--- src/rtl/number_overlay_ctrl_pkg.sv ---
// Shared constants, FSM encodings and helpers for the number overlay controller.
package number_overlay_ctrl_pkg;

  localparam int FETCH_SLOTS = 6;
  localparam int DIGITS      = 3;
  localparam int GLYPH_W     = 8;
  localparam int GLYPH_H     = 16;
  localparam int STATE_W     = 2;

  // Conversion FSM encodings
  localparam logic [STATE_W-1:0] C_IDLE  = 2'd0;
  localparam logic [STATE_W-1:0] C_CONV0 = 2'd1;
  localparam logic [STATE_W-1:0] C_CONV1 = 2'd2;

  // Fetch FSM encodings
  localparam logic [STATE_W-1:0] F_IDLE  = 2'd0;
  localparam logic [STATE_W-1:0] F_FETCH = 2'd1;
  localparam logic [STATE_W-1:0] F_DONE  = 2'd2;

  // char_rom address packing: {digit, glyph_line}
  function automatic logic [7:0] rom_pack(input logic [3:0] digit, input logic [3:0] line);
    return {digit, line};
  endfunction

  // One double-dabble step on {hundreds, tens, ones, binary}: add 3 to BCD nibbles >= 5, then shift
  function automatic logic [19:0] dd_step(input logic [19:0] v);
    logic [19:0] a;
    a = v;
    for (int i = 0; i < 3; i++) begin
      if (a[8+4*i +: 4] >= 4'd5) a[8+4*i +: 4] = a[8+4*i +: 4] + 4'd3;
    end
    return {a[18:0], 1'b0};
  endfunction

  // Digit value of fetch slot s (0..2 = field 0 hundreds/tens/ones, 3..5 = field 1)
  function automatic logic [3:0] slot_digit(input logic [2:0] s, input logic [11:0] b0,
                                            input logic [11:0] b1);
    logic [11:0] b;
    logic [2:0]  d;
    logic [3:0]  r;
    b = (s >= 3'd3) ? b1 : b0;
    d = (s >= 3'd3) ? s - 3'd3 : s;
    case (d)
      3'd0:    r = b[11:8];
      3'd1:    r = b[7:4];
      default: r = b[3:0];
    endcase
    return r;
  endfunction

  // Leading-zero suppression for slot s; the ones digit is never blanked
  function automatic logic slot_blank(input logic [2:0] s, input logic [11:0] b0,
                                      input logic [11:0] b1, input logic lead);
    logic [11:0] b;
    logic [2:0]  d;
    logic        r;
    b = (s >= 3'd3) ? b1 : b0;
    d = (s >= 3'd3) ? s - 3'd3 : s;
    case (d)
      3'd0:    r = (b[11:8] == 4'd0);
      3'd1:    r = (b[11:8] == 4'd0) && (b[7:4] == 4'd0);
      default: r = 1'b0;
    endcase
    return r && lead;
  endfunction

endpackage

--- src/rtl/number_overlay_ctrl_if.sv ---
// Video timing, char_rom and pixel signals of the number overlay controller.
// Timing contract: there is no valid/ready handshake; every input is sampled on each
// pclk rising edge, rom_data must be the combinational glyph row for the rom_addr
// presented in that same cycle, and pixel/pixel_fld are registered one pclk after hcount.
interface number_overlay_ctrl_if;
  import number_overlay_ctrl_pkg::*;

  logic [7:0]         number0;
  logic [7:0]         number1;
  logic [10:0]        hcount;
  logic [10:0]        vcount;
  logic               hblnk;
  logic               vblnk;
  logic [7:0]         rom_addr;
  logic [7:0]         rom_data;
  logic               pixel;
  logic               pixel_fld;
  logic               conv_busy;
  logic [STATE_W-1:0] conv_state;
  logic [STATE_W-1:0] fetch_state;

  modport master (
    output number0, number1, hcount, vcount, hblnk, vblnk, rom_data,
    input  rom_addr, pixel, pixel_fld, conv_busy, conv_state, fetch_state
  );

  modport slave (
    input  number0, number1, hcount, vcount, hblnk, vblnk, rom_data,
    output rom_addr, pixel, pixel_fld, conv_busy, conv_state, fetch_state
  );
endinterface

--- src/rtl/number_overlay_ctrl_bin2bcd_seq.sv ---
// Serial 8-bit binary to 3-digit BCD converter, 8 shift cycles per conversion.
// The first shift happens on the start edge, so done is high in the cycle after the
// eighth shift and bcd holds the result until the next start.
module bin2bcd_seq
  import number_overlay_ctrl_pkg::*;
(
  input  logic        clk,
  input  logic        rst_n,
  input  logic        start,
  input  logic [7:0]  bin,
  output logic        busy,
  output logic        done,
  output logic [11:0] bcd
);

  logic [19:0] sr;
  logic [2:0]  cnt;

  // Load-and-shift on start, then shift until eight steps are complete
  always_ff @(posedge clk) begin
    if (!rst_n) begin
      sr   <= '0;
      cnt  <= '0;
      busy <= 1'b0;
      done <= 1'b0;
    end else if (start) begin
      sr   <= dd_step({12'd0, bin});
      cnt  <= 3'd1;
      busy <= 1'b1;
      done <= 1'b0;
    end else if (busy) begin
      sr   <= dd_step(sr);
      cnt  <= cnt + 3'd1;
      busy <= (cnt != 3'd7);
      done <= (cnt == 3'd7);
    end else begin
      done <= 1'b0;
    end
  end

  assign bcd = sr[19:8];

endmodule

--- src/rtl/number_overlay_ctrl.sv ---
// Two 3-digit number fields sharing one char_rom: BCD conversion in vblank,
// glyph-row prefetch in hblank, registered pixel stream during the active line.
module number_overlay_ctrl
  import number_overlay_ctrl_pkg::*;
#(
  parameter logic [10:0] XPOS0      = 11'd0,
  parameter logic [10:0] YPOS0      = 11'd0,
  parameter logic [10:0] XPOS1      = 11'd400,
  parameter logic [10:0] YPOS1      = 11'd0,
  parameter int          SCALE_LOG2 = 3,
  parameter logic [10:0] V_LAST     = 11'd627,
  parameter bit          LEAD_BLANK = 1'b1
) (
  input  logic                 pclk,
  input  logic                 rst_n,
  number_overlay_ctrl_if.slave io
);

  localparam logic [10:0] FIELD_W = 11'(DIGITS * (GLYPH_W << SCALE_LOG2));
  localparam logic [10:0] WIN_H   = 11'(GLYPH_H << SCALE_LOG2);

  logic hblnk_q, vblnk_q, hrise, hfall, vrise;

  logic [STATE_W-1:0] cstate, fstate;
  logic [7:0]  n1_lat;
  logic [11:0] bcd0_tmp, disp0, disp1;
  logic        cvt_start, cvt_busy, cvt_done;
  logic [7:0]  cvt_bin;
  logic [11:0] cvt_bcd;

  logic [2:0]  slot, nslot, pslot;
  logic [3:0]  line0, line1, line0_t, line1_t;
  logic        hit0, hit1, hit0_t, hit1_t, cur_keep;
  logic [7:0]  naddr, taddr;
  logic [FETCH_SLOTS-1:0][7:0] shadow, active;

  logic [10:0] nl, dsel;
  logic [11:0] dy0, dy1, px0, px1;
  logic        in0, in1, pix_on;
  logic [1:0]  dig;
  logic [2:0]  bsel;

  assign hrise = io.hblnk & ~hblnk_q;
  assign hfall = ~io.hblnk & hblnk_q;
  assign vrise = io.vblnk & ~vblnk_q;

  // Blanking edge detectors
  always_ff @(posedge pclk) begin
    if (!rst_n) begin
      hblnk_q <= 1'b0;
      vblnk_q <= 1'b0;
    end else begin
      hblnk_q <= io.hblnk;
      vblnk_q <= io.vblnk;
    end
  end

  // Field 0 is converted straight from the port on the vblank edge; field 1 from its latch
  assign cvt_start = ((cstate == C_IDLE) && vrise && !cvt_busy) ||
                     ((cstate == C_CONV0) && cvt_done);
  assign cvt_bin   = (cstate == C_IDLE) ? io.number0 : n1_lat;

  bin2bcd_seq u_bcd (
    .clk   (pclk),
    .rst_n (rst_n),
    .start (cvt_start),
    .bin   (cvt_bin),
    .busy  (cvt_busy),
    .done  (cvt_done),
    .bcd   (cvt_bcd)
  );

  // Conversion sequencer: field 0 then field 1, both committed together at the end
  always_ff @(posedge pclk) begin
    if (!rst_n) begin
      cstate   <= C_IDLE;
      n1_lat   <= '0;
      bcd0_tmp <= '0;
      disp0    <= '0;
      disp1    <= '0;
    end else begin
      case (cstate)
        C_IDLE: if (vrise && !cvt_busy) begin
          cstate <= C_CONV0;
          n1_lat <= io.number1;
        end
        C_CONV0: if (cvt_done) begin
          cstate   <= C_CONV1;
          bcd0_tmp <= cvt_bcd;
        end
        C_CONV1: if (cvt_done) begin
          cstate <= C_IDLE;
          disp0  <= bcd0_tmp;
          disp1  <= cvt_bcd;
        end
        default: cstate <= C_IDLE;
      endcase
    end
  end

  // Next-line window, glyph line and pixel position decode (borrow bit = left/above the field)
  always_comb begin
    nl      = (io.vcount == V_LAST) ? 11'd0 : io.vcount + 11'd1;
    dy0     = {1'b0, nl} - {1'b0, YPOS0};
    dy1     = {1'b0, nl} - {1'b0, YPOS1};
    hit0_t  = !dy0[11] && (dy0[10:0] < WIN_H);
    hit1_t  = !dy1[11] && (dy1[10:0] < WIN_H);
    line0_t = 4'(dy0[10:0] >> SCALE_LOG2);
    line1_t = 4'(dy1[10:0] >> SCALE_LOG2);

    cur_keep = ((slot >= 3'd3) ? hit1 : hit0) && !slot_blank(slot, disp0, disp1, LEAD_BLANK);
    nslot    = slot + 3'd1;
    naddr    = rom_pack(slot_digit(nslot, disp0, disp1), (nslot >= 3'd3) ? line1 : line0);
    taddr    = rom_pack(slot_digit(3'd0, disp0, disp1), line0_t);

    px0    = {1'b0, io.hcount} - {1'b0, XPOS0};
    px1    = {1'b0, io.hcount} - {1'b0, XPOS1};
    in0    = !px0[11] && (px0[10:0] < FIELD_W);
    in1    = !px1[11] && (px1[10:0] < FIELD_W);
    dsel   = in0 ? px0[10:0] : px1[10:0];
    dig    = 2'(dsel >> (3 + SCALE_LOG2));
    bsel   = 3'd7 - 3'(dsel >> SCALE_LOG2);
    pslot  = in0 ? {1'b0, dig} : {1'b0, dig} + 3'd3;
    pix_on = (in0 || in1) && !io.hblnk && !io.vblnk && active[pslot][bsel];
  end

  // Glyph prefetch: one rom read per cycle into the shadow rows, swapped in at end of hblank
  always_ff @(posedge pclk) begin
    if (!rst_n) begin
      fstate   <= F_IDLE;
      slot     <= '0;
      line0    <= '0;
      line1    <= '0;
      hit0     <= 1'b0;
      hit1     <= 1'b0;
      io.rom_addr <= '0;
      shadow   <= '0;
      active   <= '0;
    end else begin
      case (fstate)
        F_IDLE: if (hrise) begin
          fstate      <= F_FETCH;
          slot        <= 3'd0;
          line0       <= line0_t;
          line1       <= line1_t;
          hit0        <= hit0_t;
          hit1        <= hit1_t;
          io.rom_addr <= taddr;
        end
        F_FETCH: begin
          if (hfall) begin
            fstate <= F_IDLE;
            active <= '0;
          end else begin
            shadow[slot] <= cur_keep ? io.rom_data : 8'h00;
            if (slot == 3'(FETCH_SLOTS - 1)) begin
              fstate <= F_DONE;
            end else begin
              slot        <= nslot;
              io.rom_addr <= naddr;
            end
          end
        end
        F_DONE: if (hfall) begin
          fstate <= F_IDLE;
          active <= shadow;
        end
        default: fstate <= F_IDLE;
      endcase
    end
  end

  // Registered pixel; field 0 owns any overlap
  always_ff @(posedge pclk) begin
    if (!rst_n) begin
      io.pixel     <= 1'b0;
      io.pixel_fld <= 1'b0;
    end else begin
      io.pixel     <= pix_on;
      io.pixel_fld <= pix_on && !in0;
    end
  end

  assign io.conv_busy   = (cstate == C_CONV0) || (cstate == C_CONV1);
  assign io.conv_state  = cstate;
  assign io.fetch_state = fstate;

endmodule

--- src/flat_wrapper.sv ---
// flat-port wrapper written by rule: the top's interface ports become plain ports
module number_overlay_ctrl_flat import number_overlay_ctrl_pkg::*;
#(
  parameter logic [10:0] XPOS0      = 11'd0,
  parameter logic [10:0] YPOS0      = 11'd0,
  parameter logic [10:0] XPOS1      = 11'd400,
  parameter logic [10:0] YPOS1      = 11'd0,
  parameter int          SCALE_LOG2 = 3,
  parameter logic [10:0] V_LAST     = 11'd627,
  parameter bit          LEAD_BLANK = 1'b1
)
  (pclk, rst_n, io_number0, io_number1, io_hcount, io_vcount, io_hblnk, io_vblnk, io_rom_data, io_rom_addr, io_pixel, io_pixel_fld, io_conv_busy, io_conv_state, io_fetch_state);
  number_overlay_ctrl_if io_i ();
  input  logic pclk;
  input  logic rst_n;
  input wire logic [$bits(io_i.number0)-1:0] io_number0;
  input wire logic [$bits(io_i.number1)-1:0] io_number1;
  input wire logic [$bits(io_i.hcount)-1:0] io_hcount;
  input wire logic [$bits(io_i.vcount)-1:0] io_vcount;
  input wire logic [$bits(io_i.hblnk)-1:0] io_hblnk;
  input wire logic [$bits(io_i.vblnk)-1:0] io_vblnk;
  input wire logic [$bits(io_i.rom_data)-1:0] io_rom_data;
  output wire logic [$bits(io_i.rom_addr)-1:0] io_rom_addr;
  output wire logic [$bits(io_i.pixel)-1:0] io_pixel;
  output wire logic [$bits(io_i.pixel_fld)-1:0] io_pixel_fld;
  output wire logic [$bits(io_i.conv_busy)-1:0] io_conv_busy;
  output wire logic [$bits(io_i.conv_state)-1:0] io_conv_state;
  output wire logic [$bits(io_i.fetch_state)-1:0] io_fetch_state;
  assign io_i.number0 = io_number0;
  assign io_i.number1 = io_number1;
  assign io_i.hcount = io_hcount;
  assign io_i.vcount = io_vcount;
  assign io_i.hblnk = io_hblnk;
  assign io_i.vblnk = io_vblnk;
  assign io_i.rom_data = io_rom_data;
  assign io_rom_addr = io_i.rom_addr;
  assign io_pixel = io_i.pixel;
  assign io_pixel_fld = io_i.pixel_fld;
  assign io_conv_busy = io_i.conv_busy;
  assign io_conv_state = io_i.conv_state;
  assign io_fetch_state = io_i.fetch_state;
  number_overlay_ctrl #(.XPOS0(XPOS0), .YPOS0(YPOS0), .XPOS1(XPOS1), .YPOS1(YPOS1), .SCALE_LOG2(SCALE_LOG2), .V_LAST(V_LAST), .LEAD_BLANK(LEAD_BLANK)) u_core (.pclk(pclk), .rst_n(rst_n), .io(io_i));
endmodule
--- config.mk ---
export PLATFORM = sky130hd
export DESIGN_NAME = number_overlay_ctrl_flat
export DESIGN_NICKNAME = d
export VERILOG_FILES = /design/src/rtl/number_overlay_ctrl_pkg.sv /design/src/rtl/number_overlay_ctrl_if.sv /design/src/rtl/number_overlay_ctrl_bin2bcd_seq.sv /design/src/rtl/number_overlay_ctrl.sv /design/src/flat_wrapper.sv
export SDC_FILE = /design/constraint.sdc
export NUM_CORES = 1
export LEC_CHECK = 0
export CORE_UTILIZATION = 44
export CTS_CLUSTER_SIZE = 20
export DETAILED_ROUTE_END_ITERATION = 16
export PLACE_DENSITY_LB_ADDON = 0.2
export SLEW_MARGIN = 20
export SYNTH_ARGS = -nofsm -noshare
export SYNTH_HDL_FRONTEND = slang
export SYNTH_HIERARCHICAL = 1
export SYNTH_SLANG_ARGS = --single-unit
--- constraint.sdc ---
create_clock -name pclk -period 5.1 [get_ports pclk]
set_clock_uncertainty 0.2 [all_clocks]
set_input_delay 0.765 -clock pclk [delete_from_list [all_inputs] [get_ports pclk]]
set_output_delay 0.765 -clock pclk [all_outputs]
set_load 0.005 [all_outputs]
==> results.py, run 1 <==
metrics = {
    "outcome": {
        "status": "completed",
    },
    "yosys": {
        "seq_area_frac_synth_pct": 41.5,
        "synth-seq-cells": 188,
        "synthesis.nets": 1104,
        "synth_flop_cell": "dfxtp_1",
        "synth-edff-count": 0,
        "syn_inst": 1032,
        "yosysWarnings": 6,
        "synthArstFlopShare_pct": 0,
        "yosys-top-cells-area": "dfxtp_1 (41%), nand2_1 (8.0%), and2_1 (4.2%), nor2b_1 (4.2%), a22oi_1 (4.1%)",
        "synthesis.area_mm2": 0.00908,
        "yosysUniqueCellTypes": 68,
        "yosys.area.top_type": "dfxtp_1",
        "synth_top_cell_area_share_pct": 41.5,
        "post_synth.cell_area_avg_um2": 8.80,
    },
    "final_layout": {
        "fin_nets": 1111,
        "drive_above_1_share_pct": 5.32,
        "syn_to_final_growth_pct": 12.9,
        "diodes": 0,
        "fill_cells": 1905,
    },
    "clock_network": {
        "ctsResizeCount": 0,
        "hold_buffers": 0,
        "clk_path_buf_depth": 2,
        "clock_latency_ns": 0.43,
        "cts_setup_buffers": 0,
        "cts_made_buffers": 17,
        "htreeDepth": 4,
        "clockRootBuffer": "clkbuf_16",
        "numClockSinks": 188,
        "cts_tree": "built",
        "clk_pin_slew_ns": 0.06,
    },
    "setup_path": {
        "r2r_slack_ns": 1.93,
        "worstPathCellList": "clkdlybuf4s50_1, inv_1, ha_1, or2b_4, o211ai_4, mux4_1, o32ai_1, o21ai_1, a221oi_2, nor2_1",
        "timing.critical_path.slowest_stage_cell": "clkdlybuf4s50_1",
        "startpoint_type": "input pin",
        "crit_type": "in -> reg",
        "cp_slowest_stage_delay_ns": 0.61,
        "r2r-end": "u_core/shadow[45]$_SDFFE_PN0P_",
        "cp.arrival_ns": 3.83,
        "worstRegToRegCells": 8,
        "required_ns": 5.21,
        "endpoint_kind": "flip-flop",
        "worstPathMaxFanout": 12,
        "crit-reg2reg-launch": "u_core/slot[0]$_SDFFE_PN0P_",
    },
    "pwr": {
        "power_frac_seq_pct": 47.7,
        "swShare_pct": 23.4,
        "power.internal_mw": 2.46,
        "power_density_mw_per_mm2": 313,
        "irDropWorstVdd_mv": 0.206,
        "combPwrFrac_pct": 10.9,
        "total_power_mw": 3.21,
        "leakage_nw": 3.59,
        "p_clk_share_pct": 41.3,
        "power.switching_mw": 0.751,
    },
    "detailed_routing": {
        "drtIter0Drc": 324,
        "wl_um": 19600,
        "firstDrtPassIters": 5,
        "vias": 6940,
        "ant_nets": 0,
        "drc": 0,
        "routedWlPerCell_um": 14.8,
        "via_per_inst": 5.25,
    },
    "global_route": {
        "grt_usage_pct": 18.9,
        "overflow": 0,
        "grt_pass1_wl_um": 32700,
        "antenna_found_initial": 0,
        "first_global_vias": 6499,
        "grt_max_degree": 95,
    },
    "die": {
        "core-area_mm2": 0.0202,
        "die_x_um": 146,
        "die_y_um": 146,
        "start_util_pct": 44.9,
        "row_count": 52,
        "boundaryPins": 65,
        "die-area_mm2": 0.0212,
    },
    "run": {
        "cap_viol_max_count": 0,
    },
    "timing": {
        "slew_viol_final": 0,
        "worstMarginPinSlew_ns": 0.913,
        "slew_headroom_pct": 39.0,
        "grt_setup_unrepaired": "false",
        "fin_crit_ns": 3.72,
        "hold_ws_ns": 0.266,
        "setup_tns_ns": 0,
        "fmax_ghz": 0.269,
        "final-setup-viol-count": 0,
        "period_share_pct": 73.0,
        "finalHoldViolations": 0,
    },
    "min_path": {
        "holdPathStages": 2,
        "holdCritPathClass": "reg -> reg",
        "min_to": "u_core/n1_lat[0]$_SDFFE_PN0P_",
        "hp-start": "u_core/n1_lat[0]$_SDFFE_PN0P_",
    },
    "placement": {
        "port_buffers": 61,
        "dp.final_hpwl_um": 12700,
        "gp_congestion": 0.847,
    },
}
placed cells by master, fill, tap and decap left out, types with 22 or more instances in the layout:
cell type | Yosys | routed
and2_1 | 61 | 61
clkdlybuf4s50_1 | 0 | 60
a22oi_1 | 50 | 50
o21ai_0 | 72 | 72
nor2b_1 | 61 | 61
ha_1 | 22 | 22
a21boi_0 | 45 | 45
nand2_1 | 194 | 194
mux2i_1 | 34 | 34
dfxtp_1 | 188 | 188
cell usage after synthesis (4+ instances only):
library cell,count
nand4_1,5
nor3_1,6
nand3_1,17
mux4_1,6
dfxtp_1,188
a211oi_1,5
xor2_1,6
mux2_2,8
o211a_1,9
a2111o_1,5
buf_2,4
a31oi_1,5
nand2_1,194
mux2i_1,34
buf_4,12
a22oi_1,50
nor3b_1,4
nand3b_1,5
o211ai_1,13
and2_1,61
buf_6,8
a21boi_0,45
nor4_1,4
ha_1,22
o21ai_0,72
inv_1,21
or3_1,6
a21oi_1,15
nor2_1,23
o22ai_1,4
o2111ai_1,8
nor2b_1,61
clkbuf_1,50
nand2b_1,10
per-stage QoR:
step / instance area (um2) / instances / setup WS [ns] / utilization (%)
final: 10300 / 1322 / 1.38 / 50.7
after global routing: 10300 / 1322 / 1.22 / 50.7
after floorplan: 9080 / 1032 / 1.95 / -
after global placement: 9660 / 1290 / 1.02 / 47.7
after CTS: 10200 / 1322 / 1.43 / 50.6
after detailed placement: 9660 / 1290 / 0.987 / 47.7
worst max-delay path, delay by kind of cell:
family / cells / cell delay, ns
buf+inv: 2 / 0.77
fa+ha+maj: 1 / 0.25
simple gates: 2 / 0.38
compound gates: 4 / 1.20
mux: 1 / 0.44
routing by layer:
layer | up-vias | track usage, % | share of wire [%]
li1 | 3609 | - | -
met1 | 3199 | 26.0 | 50
met2 | 121 | 30.4 | 45
met3 | 11 | 3.92 | 3.4
met4 | 0 | 4.79 | 0.69
met5 | - | 0 | 0
power by group through the flow:
stage | sequential (mW) | combinational (mW) | clock (mW)
2_1_floorplan | 1.55 | 0.260 | 0
3_3_place_gp | 1.56 | 0.349 | 0
3_5_place_dp | 1.56 | 0.350 | 0
4_1_cts | 1.53 | 0.353 | 1.35
5_1_grt | 1.54 | 0.391 | 1.41
6_report | 1.53 | 0.351 | 1.32
worst max path at each step:
| stage | startpoint | end | cells after the start |
|---|---|---|---|
| floorplan | io_hcount[7] | u_core/io.pixel$_SDFF_PN0_ | 10 |
| global placement | io_hcount[4] | u_core/io.pixel$_SDFF_PN0_ | 10 |
| detailed placement | io_hcount[4] | u_core/io.pixel$_SDFF_PN0_ | 10 |
| CTS | io_hcount[4] | u_core/io.pixel$_SDFF_PN0_ | 10 |
| global route | io_hcount[4] | u_core/io.pixel_fld$_SDFF_PN0_ | 10 |
| finish | io_hcount[4] | u_core/io.pixel$_SDFF_PN0_ | 10 |
flip-flops by register name, summed over array words and instances (netlist names), 8 cells and up:
register	flops
u_core/io.rom_addr	8
u_core/bcd0_tmp	12
u_core/disp1	12
u_core/active	48
u_core/disp0	12
u_core/shadow	48
u_core/u_bcd/sr	19
u_core/n1_lat	8
cells by family after synthesis:
logic type / synth area share, %
flip-flops: 41.5
AO/OA/AOI/OAI: 19.7
multiplexers: 6.97
AND/OR/NAND/NOR: 22.6
buffers and inverters: 5.46
adder cells (fa/ha/maj): 3.03
XOR/XNOR: 0.772
cell type report:
class / count / area, um2 / share of cell area (%)
Tap cell: 270 / 338 / 3.30
Clock inverter: 5 / 80.1 / 0.781
Timing Repair Buffer: 66 / 646 / 6.30
Inverter: 22 / 82.6 / 0.806
Clock buffer: 27 / 513 / 5.00
Sequential cell: 188 / 3760 / 36.7
Multi-Input combinational cell: 744 / 4830 / 47.1
(Power assumes the default switching activity.)
==> run 2: changes to the inputs <==
==> constraint.sdc (replaced) <==
create_clock -name pclk -period 3.5 [get_ports pclk]
set_clock_uncertainty 0.2 [all_clocks]
set_input_delay 0.525 -clock pclk [delete_from_list [all_inputs] [get_ports pclk]]
set_output_delay 0.525 -clock pclk [all_outputs]
set_load 0.005 [all_outputs]
==> run 2 against run 1 <==
Setup slack worse by 0.92 ns. Critical path depth rose by 1. Die area is the same. Clock-buffer cell count decreased by 5. Utilization increased by 1.3 points. Global-route usage increased by 0.23 points. Sequential share of layout area shrank 0.92 points. Power up 49%. Via count rose by 1.8%. Final area increased by 2.6%. Worst hold slack lost 0.0032 ns. Largest cell class unchanged. Highest routed layer unchanged.
==> results.py, run 2 (same netlist as run 1, synthesis figures left out) <==
metrics = {
    "detailed_routing": {
        "firstDrtPassIters": 4,
        "drc": 0,
        "ant_nets": 0,
        "via_per_inst": 5.23,
        "vias": 7066,
        "routedWlPerCell_um": 14.6,
        "wl_um": 19700,
        "drtIter0Drc": 385,
    },
    "setup_path": {
        "required_ns": 3.61,
        "worstPathMaxFanout": 5,
        "endpoint_kind": "flip-flop",
        "crit_type": "in -> reg",
        "cp.arrival_ns": 3.15,
        "startpoint_type": "input pin",
    },
    "pwr": {
        "total_power_mw": 4.79,
        "power.switching_mw": 1.13,
        "power_frac_seq_pct": 46.6,
        "power.internal_mw": 3.66,
        "leakage_nw": 3.75,
        "p_clk_share_pct": 42.0,
        "power_density_mw_per_mm2": 455,
        "combPwrFrac_pct": 11.4,
        "swShare_pct": 23.6,
        "irDropWorstVdd_mv": 0.278,
    },
    "timing": {
        "grt_setup_unrepaired": "false",
        "setup_tns_ns": 0,
        "worstMarginPinSlew_ns": 0.927,
        "slew_viol_final": 0,
        "final-setup-viol-count": 0,
        "finalHoldViolations": 0,
        "fin_crit_ns": 3.04,
        "period_share_pct": 86.8,
        "slew_headroom_pct": 38.2,
        "fmax_ghz": 0.329,
    },
    "global_route": {
        "first_global_vias": 6608,
        "overflow": 0,
        "grt_pass1_wl_um": 33100,
        "grt_usage_pct": 19.2,
        "antenna_found_initial": 0,
        "grt_max_degree": 63,
    },
    "final_layout": {
        "fin_area_mm2": 0.0105,
        "final_common_cell": "nand2_1",
        "top_regs": "u_core/active (48), u_core/shadow (48), u_core/u_bcd/sr (19)",
        "drive_above_1_share_pct": 8.23,
        "syn_to_final_growth_pct": 15.8,
        "fin_nets": 1141,
        "fin_util_pct": 52.0,
        "final_cell_mix": "nand2_1 (194), dfxtp_1 (188), o21ai_0 (72)",
        "diodes": 0,
    },
    "placement": {
        "gp_congestion": 0.841,
        "dp.final_hpwl_um": 13100,
        "placed_area_mm2": 0.00989,
        "port_buffers": 61,
    },
    "clock_network": {
        "cts_setup_buffers": 0,
        "clk_path_buf_depth": 2,
        "numClockSinks": 188,
        "clock_latency_ns": 0.42,
        "htreeDepth": 4,
        "cts_tree": "built",
        "clk_pin_slew_ns": 0.07,
        "clockRootBuffer": "clkbuf_16",
        "cts_made_buffers": 17,
        "hold_buffers": 0,
        "ctsResizeCount": 0,
    },
    "die": {
        "boundaryPins": 65,
        "core-area_mm2": 0.0202,
        "row_count": 52,
        "die_y_um": 146,
        "die_x_um": 146,
        "die-area_mm2": 0.0212,
        "start_util_pct": 44.9,
    },
    "min_path": {
        "holdCritPathClass": "reg -> reg",
    },
    "run": {
        "cap_viol_max_count": 0,
    },
    "outcome": {
        "status": "completed",
    },
}
run 2: changes by cell type in the layout (fill, tap and decap cells not counted), moves of 2 or more:
| cell | delta |
|---|---|
| buf_4 | +29 |
| clkbuf_1 | -4 |
| clkinv_2 | +2 |
| clkinv_4 | +2 |
run 2: worst max-delay path, stage by stage:
cell and delay [ns]:
clkdlybuf4s50_1 0.51, a2111o_1 0.50, nand2_1 0.10, xor2_1 0.17
ha_1 0.29, a211oi_1 0.31, o211ai_1 0.15, o2111ai_1 0.13
a211oi_1 0.11, a221oi_2 0.27, nor2_1 0.08
run 2: area by class of cell:
type | instances | area (um2)
Tap cell | 270 | 338
Inverter | 22 | 82.6
Sequential cell | 188 | 3760
Timing Repair Buffer | 96 | 883
Multi-Input combinational cell | 744 | 4830
Clock inverter | 10 | 138
Clock buffer | 22 | 484
Fill cell | 1901 | 9720
run 2: final timing paths:
kind,from,to,slack (ns),depth (start not counted)
hold reg to reg,u_core/bcd0_tmp[10]$_SDFFE_PN0P_,u_core/disp0[10]$_SDFFE_PN0P_,0.26,2
setup reg to reg,u_core/slot[0]$_SDFFE_PN0P_,u_core/shadow[12]$_SDFFE_PN0P_,0.89,9
setup / recovery,io_hcount[6],u_core/io.pixel$_SDFF_PN0_,0.46,11
hold / removal,u_core/bcd0_tmp[10]$_SDFFE_PN0P_,u_core/disp0[10]$_SDFFE_PN0P_,0.26,2
run 2: metrics by stage:
| stage | cells | setup WS, ns | hold WS [ns] |
|---|---|---|---|
| 4_1_cts | 1352 | 0.484 | 0.266 |
| 5_1_grt | 1352 | 0.304 | 0.285 |
| 2_1_floorplan | 1032 | 0.587 | 0.241 |
| 3_5_place_dp | 1320 | 0.0390 | 0.256 |
| 6_report | 1352 | 0.462 | 0.263 |
| 3_3_place_gp | 1320 | 0.0815 | 0.250 |
run 2: metal layers:
| metal | share of wire (%) | GRT usage, % | up-vias |
|---|---|---|---|
| met5 | 0 | 0 | - |
| met4 | 1.3 | 5.26 | 0 |
| met3 | 3.8 | 4.39 | 17 |
| met2 | 45 | 30.9 | 117 |
| met1 | 50 | 25.8 | 3257 |
| li1 | - | - | 3675 |
run 2: power groups by stage:
| stage | clock network (mW) | registers (mW) | logic, mW |
|---|---|---|---|
| after floorplan | 0 | 2.26 | 0.379 |
| after global placement | 0 | 2.28 | 0.541 |
| after detailed placement | 0 | 2.28 | 0.545 |
| after CTS | 2.06 | 2.23 | 0.548 |
| after global routing | 2.16 | 2.24 | 0.603 |
| final | 2.01 | 2.23 | 0.546 |
==> run 3: changes to the inputs <==
--- a/config.mk
+++ b/config.mk
@@ -8,6 +8,7 @@
 export CORE_UTILIZATION = 44
 export CTS_CLUSTER_SIZE = 20
 export DETAILED_ROUTE_END_ITERATION = 16
+export GPL_TIMING_DRIVEN = 1
 export PLACE_DENSITY_LB_ADDON = 0.2
 export SLEW_MARGIN = 20
 export SYNTH_ARGS = -nofsm -noshare
==> results of run 3 <==
Final layout, timing and power as in run 2 (identical DEF).
